--- src/rtl/multi_prescaler_if.sv ---
// Configuration and tick bus of the multi-channel prescaler.
// master = controller driving configuration; slave = the prescaler itself.
interface multi_prescaler_if #(
    parameter int NUM_CH = 4,
    parameter int CNT_W  = 10
);
    localparam int CH_W = (NUM_CH > 1) ? $clog2(NUM_CH) : 1;

    logic              cfg_we;
    logic [CH_W-1:0]   cfg_ch;
    logic [CNT_W-1:0]  cfg_limit;
    logic              cfg_en;
    logic              cfg_oneshot;
    logic              sync;
    logic [NUM_CH-1:0] tick;
    logic [NUM_CH-1:0] tick_d;
    logic [NUM_CH-1:0] active;

    modport master (
        output cfg_we, cfg_ch, cfg_limit, cfg_en, cfg_oneshot, sync,
        input  tick, tick_d, active
    );

    modport slave (
        input  cfg_we, cfg_ch, cfg_limit, cfg_en, cfg_oneshot, sync,
        output tick, tick_d, active
    );
endinterface

--- src/rtl/multi_prescaler.sv ---
// Multi-channel clock-enable generator: each channel ticks once every limit+1
// cycles, with per-channel enable, one-shot mode and a global phase restart.
module multi_prescaler #(
    parameter int NUM_CH        = 4,
    parameter int CNT_W         = 10,
    parameter int DEFAULT_LIMIT = 30
) (
    input  logic               CLK,
    input  logic               RESETn,
    multi_prescaler_if.slave   bus
);
    localparam int CH_W = (NUM_CH > 1) ? $clog2(NUM_CH) : 1;

    logic [NUM_CH-1:0] tick_vec;
    logic [NUM_CH-1:0] en_vec;
    logic [NUM_CH-1:0] tick_d_reg;
    logic              cfg_ok;

    // Channel numbers beyond NUM_CH are representable when NUM_CH is not a power of two.
    assign cfg_ok = (32'(bus.cfg_ch) < 32'(NUM_CH));

    generate
        for (genvar gi = 0; gi < NUM_CH; gi++) begin : g_ch
            logic [CNT_W-1:0] cnt_reg;
            logic [CNT_W-1:0] limit_reg;
            logic             en_reg;
            logic             oneshot_reg;
            logic             tick_reg;
            logic             wr_hit;

            assign wr_hit = bus.cfg_we && cfg_ok && (bus.cfg_ch == CH_W'(gi));

            // Priority: write, then sync, then disable, then normal counting.
            always_ff @(posedge CLK or negedge RESETn) begin
                if (!RESETn) begin
                    cnt_reg     <= '0;
                    limit_reg   <= CNT_W'(DEFAULT_LIMIT);
                    en_reg      <= 1'b1;
                    oneshot_reg <= 1'b0;
                    tick_reg    <= 1'b0;
                end else if (wr_hit) begin
                    limit_reg   <= bus.cfg_limit;
                    en_reg      <= bus.cfg_en;
                    oneshot_reg <= bus.cfg_oneshot;
                    cnt_reg     <= '0;
                    tick_reg    <= 1'b0;
                end else if (bus.sync || !en_reg) begin
                    cnt_reg  <= '0;
                    tick_reg <= 1'b0;
                end else if (cnt_reg >= limit_reg) begin
                    cnt_reg  <= '0;
                    tick_reg <= 1'b1;
                    // One-shot disarms on the edge that produces its tick.
                    if (oneshot_reg) begin
                        en_reg <= 1'b0;
                    end
                end else begin
                    cnt_reg  <= cnt_reg + CNT_W'(1);
                    tick_reg <= 1'b0;
                end
            end

            assign tick_vec[gi] = tick_reg;
            assign en_vec[gi]   = en_reg;
        end
    endgenerate

    always_ff @(posedge CLK or negedge RESETn) begin
        if (!RESETn) begin
            tick_d_reg <= '0;
        end else begin
            tick_d_reg <= tick_vec;
        end
    end

    assign bus.tick   = tick_vec;
    assign bus.tick_d = tick_d_reg;
    assign bus.active = en_vec;
endmodule

--- src/flat_wrapper.sv ---
// flat-port wrapper written by rule: the top's interface ports become plain ports
module multi_prescaler_flat 
#(
    parameter int NUM_CH        = 4,
    parameter int CNT_W         = 10,
    parameter int DEFAULT_LIMIT = 30
)
  (CLK, RESETn, bus_cfg_we, bus_cfg_ch, bus_cfg_limit, bus_cfg_en, bus_cfg_oneshot, bus_sync, bus_tick, bus_tick_d, bus_active);
  multi_prescaler_if #(.NUM_CH(NUM_CH), .CNT_W(CNT_W)) bus_i ();
  input  logic CLK;
  input  logic RESETn;
  input wire logic [$bits(bus_i.cfg_we)-1:0] bus_cfg_we;
  input wire logic [$bits(bus_i.cfg_ch)-1:0] bus_cfg_ch;
  input wire logic [$bits(bus_i.cfg_limit)-1:0] bus_cfg_limit;
  input wire logic [$bits(bus_i.cfg_en)-1:0] bus_cfg_en;
  input wire logic [$bits(bus_i.cfg_oneshot)-1:0] bus_cfg_oneshot;
  input wire logic [$bits(bus_i.sync)-1:0] bus_sync;
  output wire logic [$bits(bus_i.tick)-1:0] bus_tick;
  output wire logic [$bits(bus_i.tick_d)-1:0] bus_tick_d;
  output wire logic [$bits(bus_i.active)-1:0] bus_active;
  assign bus_i.cfg_we = bus_cfg_we;
  assign bus_i.cfg_ch = bus_cfg_ch;
  assign bus_i.cfg_limit = bus_cfg_limit;
  assign bus_i.cfg_en = bus_cfg_en;
  assign bus_i.cfg_oneshot = bus_cfg_oneshot;
  assign bus_i.sync = bus_sync;
  assign bus_tick = bus_i.tick;
  assign bus_tick_d = bus_i.tick_d;
  assign bus_active = bus_i.active;
  multi_prescaler #(.NUM_CH(NUM_CH), .CNT_W(CNT_W), .DEFAULT_LIMIT(DEFAULT_LIMIT)) u_core (.CLK(CLK), .RESETn(RESETn), .bus(bus_i));
endmodule
--- config.mk ---
export PLATFORM = sky130hd
export DESIGN_NAME = multi_prescaler_flat
export DESIGN_NICKNAME = d
export VERILOG_FILES = /design/src/rtl/multi_prescaler_if.sv /design/src/rtl/multi_prescaler.sv /design/src/flat_wrapper.sv
export SDC_FILE = /design/constraint.sdc
export NUM_CORES = 1
export LEC_CHECK = 0
export CAP_MARGIN = 20
export CORE_UTILIZATION = 30
export CTS_CLUSTER_DIAMETER = 50
export CTS_CLUSTER_SIZE = 30
export DETAILED_ROUTE_END_ITERATION = 8
export GPL_ROUTABILITY_DRIVEN = 0
export HOLD_SLACK_MARGIN = 0.08
export SLEW_MARGIN = 20
export SYNTH_ARGS = -nofsm -noshare
export SYNTH_HDL_FRONTEND = slang
export SYNTH_SLANG_ARGS = --single-unit
--- constraint.sdc ---
create_clock -name CLK -period 3.3 [get_ports CLK]
set_clock_uncertainty 0.15 [all_clocks]
set_input_delay 0.495 -clock CLK [delete_from_list [all_inputs] [get_ports CLK]]
set_output_delay 0.495 -clock CLK [all_outputs]
set_load 0.01 [all_outputs]
==> metrics.md <==
| Metric | Value |
|---|---|
| Status | completed |
| Power density over the cells | 530 nW/um^2 |
| Seq cells post-synth | 96 |
| Sequential area share after synthesis | 49.4% |
| R2R setup slack | 1.14 ns |
| Syn avg cell area | 10.7 sq um |
| Post-Synthesis Cells | 457 |
| Share of the synthesized area in the top cell type | 38.7% |
| Slew Viols, Final | 0 |
| Drt pass-1 iters | 4 |
| Largest family of logic cells by synthesized area | simple AND/OR/NAND/NOR gates |
| Worst hold-check path type | reg2reg |
| RSZ-0062 raised after global routing | false |
| Critical path endpoint category | register |
| Post-route setup slack | 1.11 ns |
| Max rail drop VDD | 260 uV |
| Synth warn | 0 |
| DRC | 0 |
| Synth top area cells | dfrtp_1 39%, ha_1 11%, dfstp_2 11% |
| Area share of fa/ha/maj cells after synthesis | 11.2% |
| Worst Hold Depth | 0 |
| Initial antenna violation count | 0 |
| Placed Cells | 689 |
| CTS hold repair buffers | 1 |
| Clk buf depth | 2 |
| Setup TNS | 0 ns |
| H-tree depth | 3 |
| Kind of critical path | in2reg |
| Die width | 130 um |
| CP startpoint kind | input pin |
| Top FF cell, synth | dfrtp_1 |
| Final ANT Viol Nets | 0 |
| Hold Crit Endpoint | u_core.bus.tick_d[1] |
| DP HPWL | 7220 um |
| Worst slew margin | 54.3% |
| Largest net degree at the start of global routing | 52 |
| Area growth syn-to-layout | 17.8% |
| Vias per inst | 4.59 |
| Post-Syn Area | 4910 sq um |
| Hold wc startpoint | u_core.g_ch[1].tick_reg |
| Met2 global-route usage | 21.2% |
| Synth Area in Simple Gates | 13.3% |
| Clock latency at the later pin of the worst-skew pair | 0.34 ns |
| Fraction of layout cells with a size suffix above 1 | 15.9% |
| Worst slack, placed | 0.756 ns |
| Port Buffer Count | 29 |
| Starting Density | 30.8% |
| Critical path fanouts, max | 13 |
| Fmax | 0.456 GHz |
| Die footprint | 16900 sq um |
| Grt total ovfl | 0 |
| GR met1 Demand/Resource | 16.3% |
| Core region area | 15900 sq um |
| Vias post-DR | 3241 |
| Final #Nets | 547 |
| Share of synthesized registers carrying an async set or reset | 100% |
| Post-CTS resize count | 0 |
| Final Non-Filler Cells | 706 |
| CP arrival | 2.31 ns |
| Pleak | 2.61 nW |
| Number of synthesized flops with an enable pin | 0 |
| Minimum clock period | 2.19 ns |
| Worst r2r path cells | 6 |
| CTS tree | yes |
| Distinct cells, synth | 34 |
| Worst Max-Slew Pin Slew | 0.685 ns |
| Routed length per instance | 14.1 um |
| Total power | 3.06 mW |
| First-pass GRT wire length | 16300 um |
| Synth Area in Compound Gates | 5.99% |
| Clk sinks | 96 |
| Die Height | 130 um |
| CTS Buf Count | 9 |
| R2r startpoint | u_core.g_ch[2].limit_reg[3] |
| Proportion of synthesized area in mux cells | 8.64% |
| Met3 usage in global routing | 3.90% |
| I/O pin cnt | 30 |
| Vias in the first global route | 3193 |
| Clock slew at reported path FFs | 0.06 ns |
| Row cnt | 46 |
| Period Utilization, post-route | 66.4% |
| Cell accounting for the most synthesized area | dfrtp_1 |
| Final Hold Fails | 0 |
| Syn nets | 519 |
| Setup bufs post-CTS | 0 |
| Max cap viols | 0 |
| FF-to-FF End | u_core.g_ch[2].cnt_reg[6] |
| Final setup violation count | 0 |
| Final wirelength | 9980 um |
| Antenna diode count | 0 |
| Data required, critical path | 3.42 ns |
| Synth Area in XOR/XNOR | 5.71% |
| Gr busiest metal | met2 |
| Clock root buffer | clkbuf_16 |
| GRT Util Overall | 12.9% |
| 1st-iter DRT viols | 174 |
==> routing by layer <==
metal / up-vias / wire length [um]
li1: 1596 / -
met1: 1600 / 4650
met2: 33 / 4840
met3: 12 / 372
met4: 0 / 116
met5: - / 0
==> through the flow <==
step	util (%)	instance area, sq um	hold slack [ns]
6_report	36.3	5780	0.229
5_1_grt	36.3	5780	0.235
4_1_cts	36.3	5780	0.232
3_5_place_dp	34.0	5410	0.217
3_3_place_gp	34.0	5410	0.214
2_1_floorplan	-	4910	0.0494
==> critical path, stage by stage <==
cell,delay [ns]
clkdlybuf4s50_1,0.55
nand3b_1,0.13
buf_4,0.21
and2b_1,0.17
nand2_1,0.07
a2111o_1,0.50
nor2_1,0.17
==> cells in the mapped netlist, types with 7 or more instances <==
library cell	instances
dfrtp_1	76
nand3_1	17
buf_2	7
nand4_1	9
xnor2_1	13
o21ai_0	17
nand2_1	29
nor2_1	53
dfstp_2	20
a21oi_1	12
inv_1	47
mux2_2	35
buf_4	8
xor2_1	19
ha_1	44
==> power by group <==
part | internal [mW] | total (mW) | switching [mW]
Combinational | 0.203 | 0.422 | 0.218
Clock | 0.788 | 1.24 | 0.453
Sequential | 1.33 | 1.40 | 0.0723
==> final cells by class <==
cell class / instances / area (sq um)
Fill cell: 1571 / 10200
Sequential cell: 96 / 2430
Multi-Input combinational cell: 297 / 2210
Timing Repair Buffer: 34 / 340
Tap cell: 216 / 270
Clock buffer: 11 / 253
Inverter: 47 / 176
Clock inverter: 5 / 108
==> worst max-delay path by stage <==
stage | end | depth (start not counted) | slack [ns] | from
floorplan | u_core.g_ch[1].cnt_reg[2] | 7 | 1.37 | u_core.g_ch[1].limit_reg[3]
finish | u_core.g_ch[2].cnt_reg[6] | 7 | 1.11 | bus_cfg_ch[0]
CTS | u_core.g_ch[2].cnt_reg[6] | 7 | 1.12 | bus_cfg_ch[0]
detailed placement | u_core.g_ch[1].cnt_reg[0] | 7 | 0.76 | bus_cfg_ch[1]
global route | u_core.g_ch[2].cnt_reg[6] | 6 | 0.95 | u_core.g_ch[2].limit_reg[3]
global placement | u_core.g_ch[2].cnt_reg[7] | 7 | 0.82 | bus_cfg_ch[0]
==> cells in the final DEF, fill, tap and decap left out, types with 4 or more instances in the layout <==
| cell | n |
|---|---|
| a211oi_1 | 4 |
| a21oi_1 | 12 |
| a31oi_1 | 4 |
| and3_1 | 5 |
| and4_1 | 4 |
| buf_4 | 4 |
| clkbuf_16 | 9 |
| clkdlybuf4s50_1 | 28 |
| dfrtp_1 | 76 |
| dfstp_2 | 20 |
| ha_1 | 44 |
| inv_1 | 47 |
| mux2_2 | 35 |
| nand2_1 | 29 |
| nand2b_1 | 5 |
| nand3_1 | 17 |
| nand4_1 | 9 |
| nor2_1 | 53 |
| o21ai_0 | 17 |
| xnor2_1 | 13 |
| xor2_1 | 19 |
==> cells by family after synthesis <==
| family | Yosys count |
|---|---|
| flip-flops | 96 |
| XOR/XNOR | 32 |
| multiplexers | 38 |
| buffers and inverters | 64 |
| AO/OA/AOI/OAI | 47 |
| adder cells (fa/ha/maj) | 44 |
| AND/OR/NAND/NOR | 136 |
Note: power is estimated with default switching activity, not from simulation.
